## src/rtl/hash_probe_ctrl_if.sv

```systemverilog
// Bundled command, response and table-RAM signals of hash_probe_ctrl.
// With HASH_CLR_EN defined, the interface adds clr_start and mem_wr_vld.
interface hash_probe_ctrl_if #(
  parameter int KEY_W  = 8,
  parameter int ADDR_W = 8
);
  logic              req_valid;
  logic              req_ready;
  logic              req_op;
  logic [KEY_W-1:0]  req_key;
  logic              rsp_valid;
  logic              rsp_ready;
  logic [1:0]        rsp_status;
  logic [ADDR_W-1:0] rsp_index;
  logic [ADDR_W-1:0] mem_addr;
  logic              mem_rd_en;
  logic [KEY_W-1:0]  mem_rd_key;
  logic              mem_rd_vld;
  logic              mem_wr_en;
  logic [KEY_W-1:0]  mem_wr_key;
  logic              busy;
`ifdef HASH_CLR_EN
  logic              clr_start;
  logic              mem_wr_vld;
`endif

  // master is the controller; slave is the requester plus the table RAM
  modport master (
    input  req_valid, req_op, req_key, rsp_ready, mem_rd_key, mem_rd_vld,
    output req_ready, rsp_valid, rsp_status, rsp_index,
    output mem_addr, mem_rd_en, mem_wr_en, mem_wr_key, busy
`ifdef HASH_CLR_EN
    , input clr_start, output mem_wr_vld
`endif
  );

  modport slave (
    output req_valid, req_op, req_key, rsp_ready, mem_rd_key, mem_rd_vld,
    input  req_ready, rsp_valid, rsp_status, rsp_index,
    input  mem_addr, mem_rd_en, mem_wr_en, mem_wr_key, busy
`ifdef HASH_CLR_EN
    , output clr_start, input mem_wr_vld
`endif
  );
endinterface

```

## src/rtl/hash_probe_ctrl.sv

```systemverilog
// Hash table probe sequencer: folded-XOR home slot, linear probing, one probe per two cycles.
// Optional table-clear sweep is compiled in with HASH_CLR_EN.
module hash_probe_ctrl #(
  parameter int KEY_W     = 8,
  parameter int ADDR_W    = 8,
  parameter int MAX_PROBE = 2**ADDR_W
) (
  input logic              clock,
  input logic              reset,
  hash_probe_ctrl_if.master bus
);
  localparam int NSLICE = (KEY_W + ADDR_W - 1) / ADDR_W;
  localparam int CNT_W  = $clog2(MAX_PROBE + 1);
  localparam logic [CNT_W-1:0] MAX_CNT = CNT_W'(MAX_PROBE);

  typedef enum logic [2:0] {
    S_IDLE, S_PROBE, S_CMP, S_WRITE, S_RESP
`ifdef HASH_CLR_EN
    , S_CLEAR
`endif
  } state_e;

  typedef enum logic [1:0] {
    ST_MISS = 2'b00, ST_HIT = 2'b01, ST_INS = 2'b10, ST_FULL = 2'b11
  } status_e;

  state_e            state_q, state_d;
  logic              op_q, op_d;
  logic [KEY_W-1:0]  key_q, key_d;
  logic [ADDR_W-1:0] addr_q, addr_d;
  logic [CNT_W-1:0]  cnt_q, cnt_d;
  status_e           status_q, status_d;
  logic [ADDR_W-1:0] index_q, index_d;

  // Key is zero-padded to whole ADDR_W slices before folding.
  function automatic logic [ADDR_W-1:0] fold_hash(input logic [KEY_W-1:0] k);
    logic [NSLICE*ADDR_W-1:0] padded;
    logic [ADDR_W-1:0]        h;
    padded = '0;
    padded[KEY_W-1:0] = k;
    h = '0;
    for (int i = 0; i < NSLICE; i++) h ^= padded[i*ADDR_W +: ADDR_W];
    return h;
  endfunction

  always_comb begin
    // NOTE: every signal gets a default first so no path through the case infers a latch.
    state_d       = state_q;
    op_d          = op_q;
    key_d         = key_q;
    addr_d        = addr_q;
    cnt_d         = cnt_q;
    status_d      = status_q;
    index_d       = index_q;
    bus.req_ready = 1'b0;
    bus.rsp_valid = 1'b0;
    bus.mem_rd_en = 1'b0;
    bus.mem_wr_en = 1'b0;
`ifdef HASH_CLR_EN
    bus.mem_wr_vld = 1'b0;
`endif
    unique case (state_q)
      S_IDLE: begin
`ifdef HASH_CLR_EN
        bus.req_ready = !bus.clr_start;
        if (bus.clr_start) begin
          addr_d  = '0;
          state_d = S_CLEAR;
        end else
`else
        bus.req_ready = 1'b1;
`endif
        if (bus.req_valid) begin
          op_d    = bus.req_op;
          key_d   = bus.req_key;
          addr_d  = fold_hash(bus.req_key);
          cnt_d   = '0;
          state_d = S_PROBE;
        end
      end
      S_PROBE: begin
        bus.mem_rd_en = 1'b1;
        state_d       = S_CMP;
      end
      S_CMP: begin
        if (bus.mem_rd_vld && bus.mem_rd_key == key_q) begin
          status_d = ST_HIT;
          index_d  = addr_q;
          state_d  = S_RESP;
        end else if (!bus.mem_rd_vld) begin
          if (op_q) begin
            state_d = S_WRITE;
          end else begin
            status_d = ST_MISS;
            index_d  = addr_q;
            state_d  = S_RESP;
          end
        end else begin
          cnt_d = cnt_q + 1'b1;
          if (cnt_d == MAX_CNT) begin
            status_d = op_q ? ST_FULL : ST_MISS;
            index_d  = addr_q;
            state_d  = S_RESP;
          end else begin
            addr_d  = addr_q + 1'b1;
            state_d = S_PROBE;
          end
        end
      end
      S_WRITE: begin
        bus.mem_wr_en = 1'b1;
`ifdef HASH_CLR_EN
        bus.mem_wr_vld = 1'b1;
`endif
        status_d = ST_INS;
        index_d  = addr_q;
        state_d  = S_RESP;
      end
      S_RESP: begin
        bus.rsp_valid = 1'b1;
        if (bus.rsp_ready) state_d = S_IDLE;
      end
`ifdef HASH_CLR_EN
      S_CLEAR: begin
        bus.mem_wr_en = 1'b1;
        addr_d        = addr_q + 1'b1;
        if (addr_q == '1) state_d = S_IDLE;
      end
`endif
      default: state_d = S_IDLE;
    endcase
  end

  assign bus.busy       = (state_q != S_IDLE);
  assign bus.mem_addr   = addr_q;
  assign bus.mem_wr_key = key_q;
  assign bus.rsp_status = status_q;
  assign bus.rsp_index  = index_q;

  always_ff @(posedge clock or negedge reset) begin
    // NOTE: sequential state uses non-blocking assignments only, so all flops update together.
    if (!reset) begin
      state_q  <= S_IDLE;
      op_q     <= 1'b0;
      key_q    <= '0;
      addr_q   <= '0;
      cnt_q    <= '0;
      status_q <= ST_MISS;
      index_q  <= '0;
    end else begin
      state_q  <= state_d;
      op_q     <= op_d;
      key_q    <= key_d;
      addr_q   <= addr_d;
      cnt_q    <= cnt_d;
      status_q <= status_d;
      index_q  <= index_d;
    end
  end
endmodule

```

## src/flat_wrapper.sv

```systemverilog
// flat-port wrapper written by rule: the top's interface ports become plain ports
module hash_probe_ctrl_flat 
#(
  parameter int KEY_W     = 8,
  parameter int ADDR_W    = 8,
  parameter int MAX_PROBE = 2**ADDR_W
)
  (clock, reset, bus_req_valid, bus_req_op, bus_req_key, bus_rsp_ready, bus_mem_rd_key, bus_mem_rd_vld, bus_req_ready, bus_rsp_valid, bus_rsp_status, bus_rsp_index, bus_mem_addr, bus_mem_rd_en, bus_mem_wr_en, bus_mem_wr_key, bus_busy);
  hash_probe_ctrl_if #(.KEY_W(KEY_W), .ADDR_W(ADDR_W)) bus_i ();
  input logic clock;
  input logic reset;
  input wire logic [$bits(bus_i.req_valid)-1:0] bus_req_valid;
  input wire logic [$bits(bus_i.req_op)-1:0] bus_req_op;
  input wire logic [$bits(bus_i.req_key)-1:0] bus_req_key;
  input wire logic [$bits(bus_i.rsp_ready)-1:0] bus_rsp_ready;
  input wire logic [$bits(bus_i.mem_rd_key)-1:0] bus_mem_rd_key;
  input wire logic [$bits(bus_i.mem_rd_vld)-1:0] bus_mem_rd_vld;
  output wire logic [$bits(bus_i.req_ready)-1:0] bus_req_ready;
  output wire logic [$bits(bus_i.rsp_valid)-1:0] bus_rsp_valid;
  output wire logic [$bits(bus_i.rsp_status)-1:0] bus_rsp_status;
  output wire logic [$bits(bus_i.rsp_index)-1:0] bus_rsp_index;
  output wire logic [$bits(bus_i.mem_addr)-1:0] bus_mem_addr;
  output wire logic [$bits(bus_i.mem_rd_en)-1:0] bus_mem_rd_en;
  output wire logic [$bits(bus_i.mem_wr_en)-1:0] bus_mem_wr_en;
  output wire logic [$bits(bus_i.mem_wr_key)-1:0] bus_mem_wr_key;
  output wire logic [$bits(bus_i.busy)-1:0] bus_busy;
  assign bus_i.req_valid = bus_req_valid;
  assign bus_i.req_op = bus_req_op;
  assign bus_i.req_key = bus_req_key;
  assign bus_i.rsp_ready = bus_rsp_ready;
  assign bus_i.mem_rd_key = bus_mem_rd_key;
  assign bus_i.mem_rd_vld = bus_mem_rd_vld;
  assign bus_req_ready = bus_i.req_ready;
  assign bus_rsp_valid = bus_i.rsp_valid;
  assign bus_rsp_status = bus_i.rsp_status;
  assign bus_rsp_index = bus_i.rsp_index;
  assign bus_mem_addr = bus_i.mem_addr;
  assign bus_mem_rd_en = bus_i.mem_rd_en;
  assign bus_mem_wr_en = bus_i.mem_wr_en;
  assign bus_mem_wr_key = bus_i.mem_wr_key;
  assign bus_busy = bus_i.busy;
  hash_probe_ctrl #(.KEY_W(KEY_W), .ADDR_W(ADDR_W), .MAX_PROBE(MAX_PROBE)) u_core (.clock(clock), .reset(reset), .bus(bus_i));
endmodule
```

## config.mk

```make
export PLATFORM = sky130hd
export DESIGN_NAME = hash_probe_ctrl_flat
export DESIGN_NICKNAME = d
export VERILOG_FILES = /design/src/rtl/hash_probe_ctrl_if.sv /design/src/rtl/hash_probe_ctrl.sv /design/src/flat_wrapper.sv
export SDC_FILE = /design/constraint.sdc
export NUM_CORES = 1
export LEC_CHECK = 0
export ABC_AREA = 0
export BUFFER_PORTS_ARGS = -buffer_cell sky130_fd_sc_hd__buf_2
export CAP_MARGIN = 15
export CORE_MARGIN = 1
export CORE_UTILIZATION = 48
export DETAILED_ROUTE_END_ITERATION = 6
export HOLD_SLACK_MARGIN = 0.03
export PLACE_DENSITY = 0.83
export SYNTH_ARGS = -nofsm -noshare
export SYNTH_HDL_FRONTEND = slang
export SYNTH_SLANG_ARGS = --single-unit
```

## constraint.sdc

```tcl
create_clock -name clock -period 1.7 [get_ports clock]
set_input_delay 0.255 -clock clock [delete_from_list [all_inputs] [get_ports clock]]
set_output_delay 0.255 -clock clock [all_outputs]
set_load 0.02 [all_outputs]
```

==> results.toml, run 1 <==
[critical_path]
startpoint_type = "flop"
critPathSlowestCell = "dfrtp_1"
worstSetupPathType = "flop to flop"
crit_path_max_fanout = 7
endpoint_kind = "flop"
reg2regPathDepth = 7
critPathMaxStageDelay_ps = 430
cp_cell_sequence = "nor4b_2 > and4_4 > nor2_4 > buf_6 > a21oi_4 > buf_12 > mux2_4"
critical_path_required_ps = 1890
cp.arrival_ps = 2140

[global_route]
grt-ovfl-total = 0
grt_max_degree = 40
grt_pass1_vias = 2023
grt.total_usage_pct = 28.9
antenna_found_initial = 0
grt_pass1_wl_mm = 9.60

[die]
io_pins = 53
die_w_um = 68.6
dieArea_sq_um = 4700
start_util_pct = 51.7
fp.dieH_um = 68.6
rows = 23
core_area_sq_um = 4120

[drt]
highest_layer = "met4"
ant_nets = 0
avgRoutedWirePerCell_um = 17.7
firstDrtPassIters = 4
drc_errors = 0
wl_met3_um = 394
met1Wirelength_mm = 2.51
wl_met2_mm = 3.32
avgViaCountPerCell = 5.55
dr.first_iter.drc_count = 160
drt_wl_total_mm = 6.43
routed-via-count = 2016

[power]
p_int_uw = 3270
share_comb_of_total_power_pct = 55.5
total_power_uw = 5600
switching_share_pct = 41.7
clkPwrFrac_pct = 14.7
max-vdd-ir-drop_mv = 1.13
leakagePower_uw = 0.00158
seq_power_share_pct = 29.8
p_switching_uw = 2340
power_density_nw_per_um2 = 1770

[placed_design]
gp_congestion = 0.842
portBuffers = 52
placed_cells = 349
dpl_cell_area_sq_um = 2750
dpl.hpwl_mm = 3.83

[finish]
drive_gt1_share_pct = 51.8
stdcell_count = 363
layout.nets = 336
syn2layout_area_growth_pct = 48.8
fin_area_sq_um = 3170
diodes = 0

[clocking]
cts_buffers = 5
cts_tree = "yes"
cts-htree-levels = 2
clock_latency_ps = 300
clock-root-buffer = "clkbuf_8"
clkSinkCount = 39
clk_path_buf_depth = 2
path_clk_slew_ps = 80

[logic_synthesis]
synth_top_area_cell = "dfrtp_1"
syn_area_sq_um = 2130
async_flop_share_pct = 100
syn_inst = 212
yosysWarnings = 0
synth-edff-count = 0
synth.top_cells.by_area = "dfrtp_1, mux2_2, nand2_1"
synth_nets = 236
yosysSeqAreaShare_pct = 45.9
synth_cell_types = 44
synth-seq-cells = 39
yosysTopAreaCellShare_pct = 45.9
ys.flop_type = "dfrtp_1"
synth.avg_cell_area_sq_um = 10.0

[sta]
skew_ps = 10.1
whs_ps = 173
tightest_slew_ps = 492
setup_viol = 24
timing.final.ws_setup_ps = -257
finalHoldViolations = 0
fmax_mhz = 511
min_period_over_period_pct = 115
finalSetupTns_ps = -4230
rsz0062_at_grt = "true"
fin_crit_ps = 1960
slew_viol_final = 0
slew_headroom_pct = 66.8

[run]
cap_violations = 0

[worst_hold_path]
hp-class = "primary input to flop"
hold_depth = 3

[run_status]
failed_checks = "setup timing"
status = "finished, violations left"
[kinds of logic (layout without fill, tap and decap cells)]
family	after synthesis	in the layout	synth area share (%)
adders and majority gates	2	2	1.18
muxes	19	19	9.94
DFF	39	39	45.9
buffers and inverters	13	114	2.65
and+or+nand+nor	88	88	21.9
AOI/OAI and AO/OA	35	35	11.9
xor gates and xnor gates	16	16	6.59
[cell type report]
type,count,area (sq um)
well taps,50,62.6
inverters,6,22.5
multi-input cells,160,1300
repair buffers,100,684
clock buffers,6,82.6
fillers,259,950
flip-flops and latches,39,981
clock inverters,2,35.0
[registers in the layout, indices dropped and copies added (netlist names)]
register and count:
u_core.bus.mem_addr 8, u_core.op_q 1, u_core.state_q 3, u_core.bus.rsp_index 8, u_core.bus.mem_wr_key 8, u_core.cnt_q 9, u_core.bus.rsp_status 2
[power by group through the flow]
| stage | logic (uW) | registers (uW) | clock network [uW] |
|---|---|---|---|
| finish | 3110 | 1670 | 823 |
| global route | 3320 | 1710 | 861 |
| CTS | 2900 | 1620 | 832 |
| detailed placement | 2560 | 1610 | 0 |
| global placement | 2490 | 1600 | 0 |
| floorplan | 1190 | 1980 | 0 |
[repair_timing]
action / 4_1_cts / 5_1_grt
endpoints found under the hold margin: 39 / 0
setup endpoints to repair: 26 / 32
hold buffers: 1 / 0
resized for setup: 33 / 21
setup buffers: 4 / 1
gates cloned: 0 / 1
pin swaps: 8 / 17
[cells in the final DEF, fill, tap and decap left out, drive strengths merged, types with 2 or more instances in the layout]
cell type | synthesis | layout
buf | 3 | 98
dfrtp | 39 | 39
nand2 | 38 | 38
mux2 | 17 | 17
nor2 | 14 | 14
o21ai | 14 | 14
xor2 | 12 | 12
a21oi | 8 | 8
clkbuf | 4 | 7
nand3 | 7 | 7
inv | 6 | 6
nor3 | 6 | 6
and2 | 4 | 4
and3 | 4 | 4
xnor2 | 4 | 4
nor3b | 4 | 4
nor4 | 2 | 2
nand4 | 2 | 2
nand2b | 2 | 2
o211ai | 2 | 2
mux2i | 2 | 2
a21o | 2 | 2
ha | 2 | 2
[stage by stage]
step                setup WS, ps  utilization, %
floorplan                   -217               -
global placement            -217            66.8
detailed placement          -268            66.8
CTS                         -242            74.1
global route                -311            76.9
finish                      -257            76.9
[worst paths after layout]
| check | from | to | slack [ps] |
|---|---|---|---|
| worst max-delay path | u_core.cnt_q[5]$_DFFE_PN0P_ | u_core.bus.mem_addr[1]$_DFFE_PN0P_ | -260 |
| worst min-delay path | bus_req_op | u_core.op_q$_DFFE_PN0P_ | 170 |
| max in group asynchronous | reset | u_core.bus.mem_wr_key[1]$_DFFE_PN0P_ | 800 |
| min in group asynchronous | reset | u_core.cnt_q[5]$_DFFE_PN0P_ | 520 |
| worst min register to register | u_core.bus.rsp_index[0]$_DFFE_PN0P_ | u_core.bus.rsp_index[0]$_DFFE_PN0P_ | 520 |
| worst max register to register | u_core.cnt_q[5]$_DFFE_PN0P_ | u_core.bus.mem_addr[1]$_DFFE_PN0P_ | -260 |
[metal layers]
metal	global-route usage, %	vias up
li1	-	932
met1	33.6	980
met2	47.7	83
met3	7.89	21
met4	16.7	0
met5	0	-
[cells in the mapped netlist, types with 4 or more instances]
cell     count
a21oi_1      5
and2_1       4
and3_1       4
dfrtp_1     39
inv_1        6
mux2_2      16
nand2_1     38
nand3_1      6
nor2_1      13
nor3_1       6
o21ai_0     14
xnor2_1      4
xor2_1      12
[worst max-delay path: cells and delay by family, from the launching register on]
| family | cells | cell delay (ps) |
|---|---|---|
| AND/OR/NAND/NOR | 3 | 660 |
| flip-flops | 1 | 430 |
| multiplexers | 1 | 300 |
| buffers and inverters | 2 | 280 |
| AO/OA/AOI/OAI | 1 | 160 |
Note: power is estimated with default switching activity, not from simulation.
==> run 2, diff against run 1 <==
--- a/config.mk
+++ b/config.mk
@@ -8,11 +8,11 @@
 export ABC_AREA = 0
 export BUFFER_PORTS_ARGS = -buffer_cell sky130_fd_sc_hd__buf_2
 export CAP_MARGIN = 15
-export CORE_MARGIN = 1
 export CORE_UTILIZATION = 48
 export DETAILED_ROUTE_END_ITERATION = 6
 export HOLD_SLACK_MARGIN = 0.03
 export PLACE_DENSITY = 0.83
+export REMOVE_ABC_BUFFERS = 1
 export SYNTH_ARGS = -nofsm -noshare
 export SYNTH_HDL_FRONTEND = slang
 export SYNTH_SLANG_ARGS = --single-unit
==> results.toml, run 2 (synthesis gave the netlist of run 1 again) <==
[run_status]
status = "finished, violations left"
failed_checks = "setup timing"

[die]
start_util_pct = 51.7
fp.dieH_um = 68.6
dieArea_sq_um = 4700
die_w_um = 68.6
io_pins = 53
rows = 23
core_area_sq_um = 4120

[global_route]
grt_pass1_vias = 2109
grt.total_usage_pct = 30.2
grt-ovfl-total = 0
grt_pass1_wl_mm = 9.96
antenna_found_initial = 0
grt_max_degree = 27

[clocking]
clkSinkCount = 39
clk_path_buf_depth = 2
cts_tree = "yes"
path_clk_slew_ps = 80
cts_buffers = 5
clock-root-buffer = "clkbuf_8"
clock_latency_ps = 300
cts-htree-levels = 2

[drt]
drc_errors = 0
drt_wl_total_mm = 6.62
ant_nets = 0
routed-via-count = 2067
firstDrtPassIters = 4
avgViaCountPerCell = 5.57
avgRoutedWirePerCell_um = 17.8
dr.first_iter.drc_count = 70

[critical_path]
cp_cell_sequence = "xor2_2 > nor4_4 > a21oi_4 > a21oi_4 > buf_12 > mux2_4"
regToRegSetupSlack_ps = -260
r2r-start = "u_core.bus.mem_wr_key[0]$_DFFE_PN0P_"
crit_path_max_fanout = 8
worstSetupPathType = "flop to flop"
cp.arrival_ps = 2130
endpoint_kind = "flop"
critPathTopFamily = "flip-flops"
startpoint = "u_core.bus.mem_wr_key[0]$_DFFE_PN0P_"
cp_num_buf_inv = 1
critPathMaxStageDelay_ps = 430
critical_path_required_ps = 1880
crit_top_cell = "a21oi_4"
startpoint_type = "flop"
critPathSlowestCell = "dfrtp_1"

[sta]
tightest_slew_ps = 613
min_period_over_period_pct = 115
timing.final.ws_setup_ps = -256
slew_viol_final = 0
finalHoldViolations = 0
slew_headroom_pct = 59.2
skew_ps = 6.51
rsz0062_at_grt = "true"
fin_crit_ps = 1960
fmax_mhz = 511
setup_viol = 26

[placed_design]
dpl.hpwl_mm = 4.04
dpl_cell_area_sq_um = 2790
portBuffers = 52
gp_congestion = 0.904
dp_slack_ps = -217

[run]
cap_violations = 0

[finish]
diodes = 0
mostFrequentLayoutCells = "buf_2, buf_4, dfrtp_1, nand2_1, mux2_4"
top_register = "u_core.cnt_q"
fin_area_sq_um = 3140
layout.nets = 344
syn2layout_area_growth_pct = 47.4
drive_gt1_share_pct = 50.8
final_common_cell = "buf_2"
largest_reg_flops = 9

[power]
power_density_nw_per_um2 = 1720
max-vdd-ir-drop_mv = 1.11
leakagePower_uw = 0.00158

[worst_hold_path]
hp-class = "primary input to flop"
min-delay-start = "bus_req_op"
[run 2: layout make-up]
class,instances,area [sq um]
inverters,6,22.5
well taps,50,62.6
clock buffers,8,100
multi-input cells,160,1250
fillers,248,980
flip-flops and latches,39,977
repair buffers,108,719
[run 2: routing by layer]
layer,share of wire [%],up-vias,routed length (um),track usage (%)
met5,0,-,0,0
met3,4.5,26,297,5.92
li1,-,947,-,-
met1,39,1023,2600,35.0
met4,3.7,0,247,14.1
met2,52,71,3470,53.3
[run 2: final timing paths]
kind / to / depth (start not counted)
setup / recovery: u_core.bus.rsp_index[6]$_DFFE_PN0P_ / 6
hold / removal: u_core.op_q$_DFFE_PN0P_ / 3
setup reg to reg: u_core.bus.rsp_index[6]$_DFFE_PN0P_ / 6
hold reg to reg: u_core.bus.rsp_status[1]$_DFFE_PN0P_ / 1
max in group asynchronous: u_core.bus.rsp_index[6]$_DFFE_PN0P_ / 3
min in group asynchronous: u_core.bus.rsp_status[0]$_DFFE_PN0P_ / 2
[run 2: timing repair]
action / 4_1_cts / 5_1_grt
hold endpoints to repair: 24 / 0
setup endpoints to repair: 25 / 31
setup buffers: 4 / 3
hold buffers: 1 / 0
resized for setup: 30 / 16
gates cloned: 0 / 0
pin swaps: 12 / 9
[run 2: where the power goes]
| group | internal [uW] | switching [uW] | total [uW] |
|---|---|---|---|
| Sequential | 1290 | 370 | 1660 |
| Combinational | 1460 | 1580 | 3040 |
| Clock | 371 | 329 | 699 |
[run 2: per-stage QoR]
step                hold slack [ps]  std cells  total power [uW]  TNS (ps)  util (%)
CTS                             168        368              5280     -3810      74.2
global placement                278        355              4130     -3520      67.8
global route                    174        371              5670     -6350      76.2
floorplan                     -40.6        205              3100     -8440         -
detailed placement              292        355              4240     -4080      67.8
finish                          174        371              5400     -5040      76.2
[run 2: worst register-to-register path, stage by stage, from the launching register on]
cell and delay [ps]:
dfrtp_1 430, xor2_2 180, nor4_4 400, a21oi_4 150
a21oi_4 200, buf_12 160, mux2_4 300
